===== src/rtl/adc_rst_pkg.sv =====
// Shared types and default constants for the ADC reset sequencer.
package adc_rst_pkg;

    typedef enum logic [2:0] {
        ST_ADC_RST   = 3'd0,
        ST_WAIT_LOCK = 3'd1,
        ST_SETTLE    = 3'd2,
        ST_RUN       = 3'd3,
        ST_FAIL      = 3'd4
    } rst_seq_state_t;

    localparam int DEF_ADC_RST_CYCLES = 16;
    localparam int DEF_LOCK_FILT      = 8;
    localparam int DEF_LOCK_TIMEOUT   = 1024;
    localparam int DEF_SETTLE_CYCLES  = 64;
    localparam int DEF_MAX_RETRIES    = 3;

    // Largest of three values; sizes the shared phase counter.
    function automatic int max3(input int a, input int b, input int c);
        int m;
        m = (a > b) ? a : b;
        return (m > c) ? m : c;
    endfunction

endpackage


===== src/rtl/adc_rst_sequencer_lock_debounce.sv =====
// Consecutive-ones filter on pll_locked. done is asserted combinationally
// on the edge where the run of ones reaches LOCK_FILT, so the parent can
// change state on that same edge.
module lock_debounce #(
    parameter int LOCK_FILT = 8
) (
    input  logic clk,
    input  logic rst,
    input  logic clr,
    input  logic lock_in,
    output logic done
);
    localparam int W = $clog2(LOCK_FILT + 1);
    localparam logic [W-1:0] FILT_LAST = W'(LOCK_FILT - 1);
    localparam logic [W-1:0] FILT_MAX  = W'(LOCK_FILT);

    logic [W-1:0] cnt;

    assign done = lock_in && (cnt == FILT_LAST);

    // Count consecutive lock cycles; any drop or clear restarts the run, saturate at LOCK_FILT.
    always_ff @(posedge clk) begin
        if (rst || clr || !lock_in)
            cnt <= '0;
        else if (cnt != FILT_MAX)
            cnt <= cnt + 1'b1;
    end

endmodule


===== src/rtl/adc_rst_sequencer.sv =====
// ADC front-end bring-up: pulse the chip reset, wait for a debounced lock
// with timeout and bounded retries, settle, then release the capture path.
module adc_rst_sequencer
    import adc_rst_pkg::*;
#(
    parameter int ADC_RST_CYCLES = DEF_ADC_RST_CYCLES,
    parameter int LOCK_FILT      = DEF_LOCK_FILT,
    parameter int LOCK_TIMEOUT   = DEF_LOCK_TIMEOUT,
    parameter int SETTLE_CYCLES  = DEF_SETTLE_CYCLES,
    parameter int MAX_RETRIES    = DEF_MAX_RETRIES
) (
    input  logic                             clk,
    input  logic                             rst,
    input  logic                             soft_rst,
    input  logic                             pll_locked,
    output logic                             adc_rst,
    output logic                             dp_rst,
    output logic                             ready,
    output logic                             fail,
    output logic [$clog2(MAX_RETRIES+1)-1:0] retry_cnt,
    output logic [2:0]                       state_o
);
    // One counter serves ADC_RST, WAIT_LOCK (timeout) and SETTLE since only
    // one phase is active at a time and it is cleared on every state entry.
    localparam int CNT_W = $clog2(max3(ADC_RST_CYCLES, LOCK_TIMEOUT, SETTLE_CYCLES) + 1);
    localparam logic [CNT_W-1:0] RST_LAST = CNT_W'(ADC_RST_CYCLES - 1);
    localparam logic [CNT_W-1:0] TMO_LAST = CNT_W'(LOCK_TIMEOUT - 1);
    localparam logic [CNT_W-1:0] SET_LAST = CNT_W'(SETTLE_CYCLES - 1);
    localparam int RW = $clog2(MAX_RETRIES + 1);
    localparam logic [RW-1:0] RETRY_MAX = RW'(MAX_RETRIES);

    rst_seq_state_t state_q, state_d;
    logic [CNT_W-1:0] cnt_q, cnt_d;
    logic [RW-1:0]    retry_q, retry_d;
    logic             restart;
    logic             lock_done;
    logic             attempt_fail;

    assign restart = rst || soft_rst;

    lock_debounce #(.LOCK_FILT(LOCK_FILT)) u_lock_debounce (
        .clk     (clk),
        .rst     (restart),
        .clr     (state_q != ST_WAIT_LOCK),
        .lock_in (pll_locked),
        .done    (lock_done)
    );

    // State, counter and registered outputs; outputs are decoded from the next state.
    always_ff @(posedge clk) begin
        if (restart) begin
            state_q <= ST_ADC_RST;
            cnt_q   <= '0;
            retry_q <= '0;
            adc_rst <= 1'b1;
            dp_rst  <= 1'b1;
            ready   <= 1'b0;
            fail    <= 1'b0;
        end else begin
            state_q <= state_d;
            cnt_q   <= cnt_d;
            retry_q <= retry_d;
            adc_rst <= (state_d == ST_ADC_RST);
            dp_rst  <= (state_d != ST_RUN);
            ready   <= (state_d == ST_RUN);
            fail    <= (state_d == ST_FAIL);
        end
    end

    // Next-state, phase counter and retry bookkeeping.
    always_comb begin
        state_d      = state_q;
        cnt_d        = cnt_q + 1'b1;
        retry_d      = retry_q;
        attempt_fail = 1'b0;
        case (state_q)
            ST_ADC_RST: begin
                if (cnt_q == RST_LAST) begin
                    state_d = ST_WAIT_LOCK;
                    cnt_d   = '0;
                end
            end
            ST_WAIT_LOCK: begin
                // Lock wins over a timeout landing on the same edge.
                if (lock_done) begin
                    state_d = ST_SETTLE;
                    cnt_d   = '0;
                end else if (cnt_q == TMO_LAST) begin
                    attempt_fail = 1'b1;
                end
            end
            ST_SETTLE: begin
                if (!pll_locked) begin
                    attempt_fail = 1'b1;
                end else if (cnt_q == SET_LAST) begin
                    state_d = ST_RUN;
                    cnt_d   = '0;
                    retry_d = '0;
                end
            end
            ST_RUN: begin
                cnt_d = '0;
                if (!pll_locked)
                    state_d = ST_ADC_RST;
            end
            ST_FAIL: begin
                cnt_d = '0;
            end
            default: begin
                state_d = ST_ADC_RST;
                cnt_d   = '0;
            end
        endcase
        if (attempt_fail) begin
            retry_d = retry_q + 1'b1;
            cnt_d   = '0;
            state_d = (retry_d == RETRY_MAX) ? ST_FAIL : ST_ADC_RST;
        end
    end

    assign retry_cnt = retry_q;
    assign state_o   = state_q;

endmodule


===== config.mk =====
export PLATFORM = sky130hd
export DESIGN_NAME = adc_rst_sequencer
export DESIGN_NICKNAME = d
export VERILOG_FILES = /design/src/rtl/adc_rst_pkg.sv /design/src/rtl/adc_rst_sequencer_lock_debounce.sv /design/src/rtl/adc_rst_sequencer.sv
export SDC_FILE = /design/constraint.sdc
export NUM_CORES = 1
export LEC_CHECK = 0
export CAP_MARGIN = 10
export CORE_ASPECT_RATIO = 0.8
export CORE_MARGIN = 1.5
export CORE_UTILIZATION = 46
export CTS_BUF_LIST = sky130_fd_sc_hd__clkbuf_4 sky130_fd_sc_hd__clkbuf_8
export DETAILED_ROUTE_END_ITERATION = 16
export DONT_BUFFER_PORTS = 1
export HOLD_SLACK_MARGIN = 0.03
export PLACE_DENSITY = 0.62
export SLEW_MARGIN = 20
export SYNTH_ARGS = -nofsm -noshare
export SYNTH_HDL_FRONTEND = slang
export SYNTH_SLANG_ARGS = --single-unit

===== constraint.sdc =====
create_clock -name clk -period 5.57 [get_ports clk]
set_input_delay 1.3925 -clock clk [delete_from_list [all_inputs] [get_ports clk]]
set_output_delay 1.3925 -clock clk [all_outputs]
set_load 0.03 [all_outputs]

==> results.toml <==
[status]
status = "finished, final reports clean"

[finish]
fillers = 232
final-seq-area_um2 = 480
nets = 140
multi_input_area_um2 = 669
drive_gt1_share_pct = 7.69
area_growth_syn_to_layout_pct = 3.99
diodes = 0

[sta]
period_minus_slack_ns = 2.45
drv_slew = 0
final.setup.tns_ns = 0
slew_headroom_pct = 57.4
hold_viol = 0
clock-skew-final_ns = 0.00135
hold-worst-slack_ns = 0.495
worstMarginPinSlew_ns = 0.638
rsz0062_at_grt = "false"
setup-violations-final = 0
worst_slack_ns = 3.12
fmax_mhz = 408
fin_crit_sh_pct = 44.0

[yosys]
synth_area_um2 = 1190
synth-warning-count = 0
syn_avg_cell_area_um2 = 9.03
netlist_instances = 132
synth_nets = 140
synth.distinct_cells = 40
ys_ff_latch = 24
ys_seq_area_share_pct = 40.3

[clocking]
htreeDepth = 1
cts_buffers = 3
cts_root_buffer = "clkbuf_4"
clk_pin_slew_ns = 0.12
ctsHoldBuffers = 0
worstSkewPairLatency_ns = 0.30
cts_setup_buffers = 0
cts.sinks = 24
clockBufferDepth = 2
cts_resized = 0
cts_tree = "done"

[worst_setup_path]
cp-end-kind = "output port"
cp-start-kind = "flop"
worstSetupPathType = "reg2out"
worstPathMaxFanout = 12
required_ns = 4.18
worst_ep_arrival_time_ns = 1.06

[route]
routed_wl_um = 2330
drt_iter0_drc = 21
drc_errors = 0
drtAntennaViolNets = 0
vias = 958
first_pass_iters = 4
vias_per_cell = 5.77
wl_per_cell_um = 14.0

[worst_hold_path]
hold_path.class = "reg2reg"

[placement]
dpl.hpwl_um = 1710
io_buffers = 0
pre_cts_ws_ns = 2.81
place_congestion = 0.773

[floorplan]
core_area_um2 = 2460
core.rowCount = 16
initial_utilization_pct = 48.4
die_w_um = 59.9
dieArea_um2 = 2910
io_pins = 13
die-height_um = 48.5

[power_and_ir_drop]
powerDensity_nw_per_um2 = 202
p_leak_nw = 0.410
ir_worst_vdd_uv = 109

[global_route]
grt.busiest_layer = "met1"
grt_max_degree = 16
grt_pass1_vias = 869
grt_pass1_wl_um = 4160
grtUsageMet3_pct = 8.02
grt_usage_pct = 18.5
use_met1_pct = 27.2
met2_usage_pct = 25.9
overflow = 0
antenna_found_initial = 0

[run]
maxCapViolCount = 0
-- worst reg2reg max path: stages, from the launching register on --
cell and delay, ns:
dfxtp_1 0.72, or3b_2 0.53, or3_1 0.37, o21ai_2 0.51, nor3_1 0.14
-- path summary, 6_finish.rpt --
path | start | end | slack, ns | cells past startpoint
setup reg to reg | state_o[0] | ready | 3.18 | 4
hold reg to reg | cnt_q[0] | cnt_q[0] | 0.49 | 1
setup / recovery | state_o[1] | state_o[1] | 3.12 | 0
hold / removal | cnt_q[0] | cnt_q[0] | 0.49 | 1
-- layer usage --
metal  wire, µm  part of all wire [%]
met1       1200                    52
met2        972                    42
met3        141                   6.1
met4         13                  0.56
met5          0                     0
-- registers in the layout, indices dropped and copies added (netlist names) --
signal	count
u_lock_debounce.cnt	4
cnt_q	11
dp_rst	1
retry_cnt	2
state_o	3
adc_rst	1
fail	1
ready	1
-- report_power, final --
part	total, W	switching [W]	internal [W]	leakage [nW]
clock network	0.0000728	0.0000475	0.0000253	0.0138
registers	0.000173	0.000000629	0.000172	0.194
logic	0.00000417	0.00000288	0.00000130	0.202
-- logic make-up (layout without fill, tap and decap cells) --
group / after synthesis / count (layout) / synth area share [%]
flip-flops: 24 / 24 / 40.3
buffers and inverters: 11 / 9 / 3.57
multiplexers: 2 / 2 / 1.68
XOR/XNOR: 11 / 11 / 8.08
AO/OA/AOI/OAI: 13 / 13 / 7.56
adder cells (fa/ha/maj): 4 / 4 / 4.20
AND/OR/NAND/NOR: 67 / 67 / 34.6
-- through the flow --
stage          total power (W)  util, %  area (µm²)  std cells
2_1_floorplan         0.000180        -        1190        132
3_3_place_gp          0.000181     49.4        1220        163
3_5_place_dp          0.000181     49.4        1220        163
4_1_cts               0.000254     50.4        1240        166
5_1_grt               0.000261     50.4        1240        166
6_report              0.000250     50.4        1240        166
-- final cells by class --
type                       count  share of cell area, %
multi-input combinational     97                   54.0
sequential                    24                   38.7
clock buffer                   3                   1.82
inverter                       6                   1.82
tap                           36                   3.63
-- cells in the mapped netlist, drive strengths merged --
| cell | number | area (µm²) |
|---|---|---|
| nor2 | 7 | 26.3 |
| and4 | 3 | 27.5 |
| nor2b | 2 | 12.5 |
| o32a | 1 | 10.0 |
| or4 | 4 | 41.3 |
| nor3 | 13 | 65.1 |
| inv | 6 | 22.5 |
| or3b | 1 | 8.76 |
| buf | 1 | 5.00 |
| nand4b | 2 | 17.5 |
| nor4b | 1 | 8.76 |
| clkbuf | 4 | 15.0 |
| nand3 | 9 | 45.0 |
| nor4bb | 1 | 10.0 |
| o31ai | 2 | 15.0 |
| nand2b | 2 | 12.5 |
| o22a | 1 | 8.76 |
| a31oi | 1 | 6.26 |
| ha | 4 | 50.1 |
| a21oi | 3 | 15.0 |
| nor3b | 1 | 7.51 |
| nand2 | 6 | 22.5 |
| o2111ai | 1 | 8.76 |
| xor2 | 7 | 61.3 |
| and4b | 1 | 10.0 |
| or3 | 4 | 25.0 |
| o211ai | 1 | 7.51 |
| mux2i | 2 | 20.0 |
| o21ai | 3 | 18.8 |
| dfxtp | 24 | 480 |
| or4b | 1 | 10.0 |
| nand4 | 4 | 25.0 |
| and3 | 2 | 17.5 |
| nand3b | 1 | 7.51 |
| xnor2 | 4 | 35.0 |
| nor4 | 2 | 12.5 |
-- layout by cell type (no fill, tap or decap), drive strengths merged, types with 2 or more instances in the layout --
| cell type | count |
|---|---|
| a21oi | 3 |
| and3 | 2 |
| and4 | 3 |
| clkbuf | 3 |
| dfxtp | 24 |
| ha | 4 |
| inv | 6 |
| mux2i | 2 |
| nand2 | 6 |
| nand2b | 2 |
| nand3 | 9 |
| nand4 | 4 |
| nand4b | 2 |
| nor2 | 7 |
| nor2b | 2 |
| nor3 | 13 |
| nor4 | 2 |
| o21ai | 3 |
| o31ai | 2 |
| or3 | 4 |
| or4 | 4 |
| xnor2 | 4 |
| xor2 | 7 |
No activity file was read; power rests on OpenSTA's default activity.
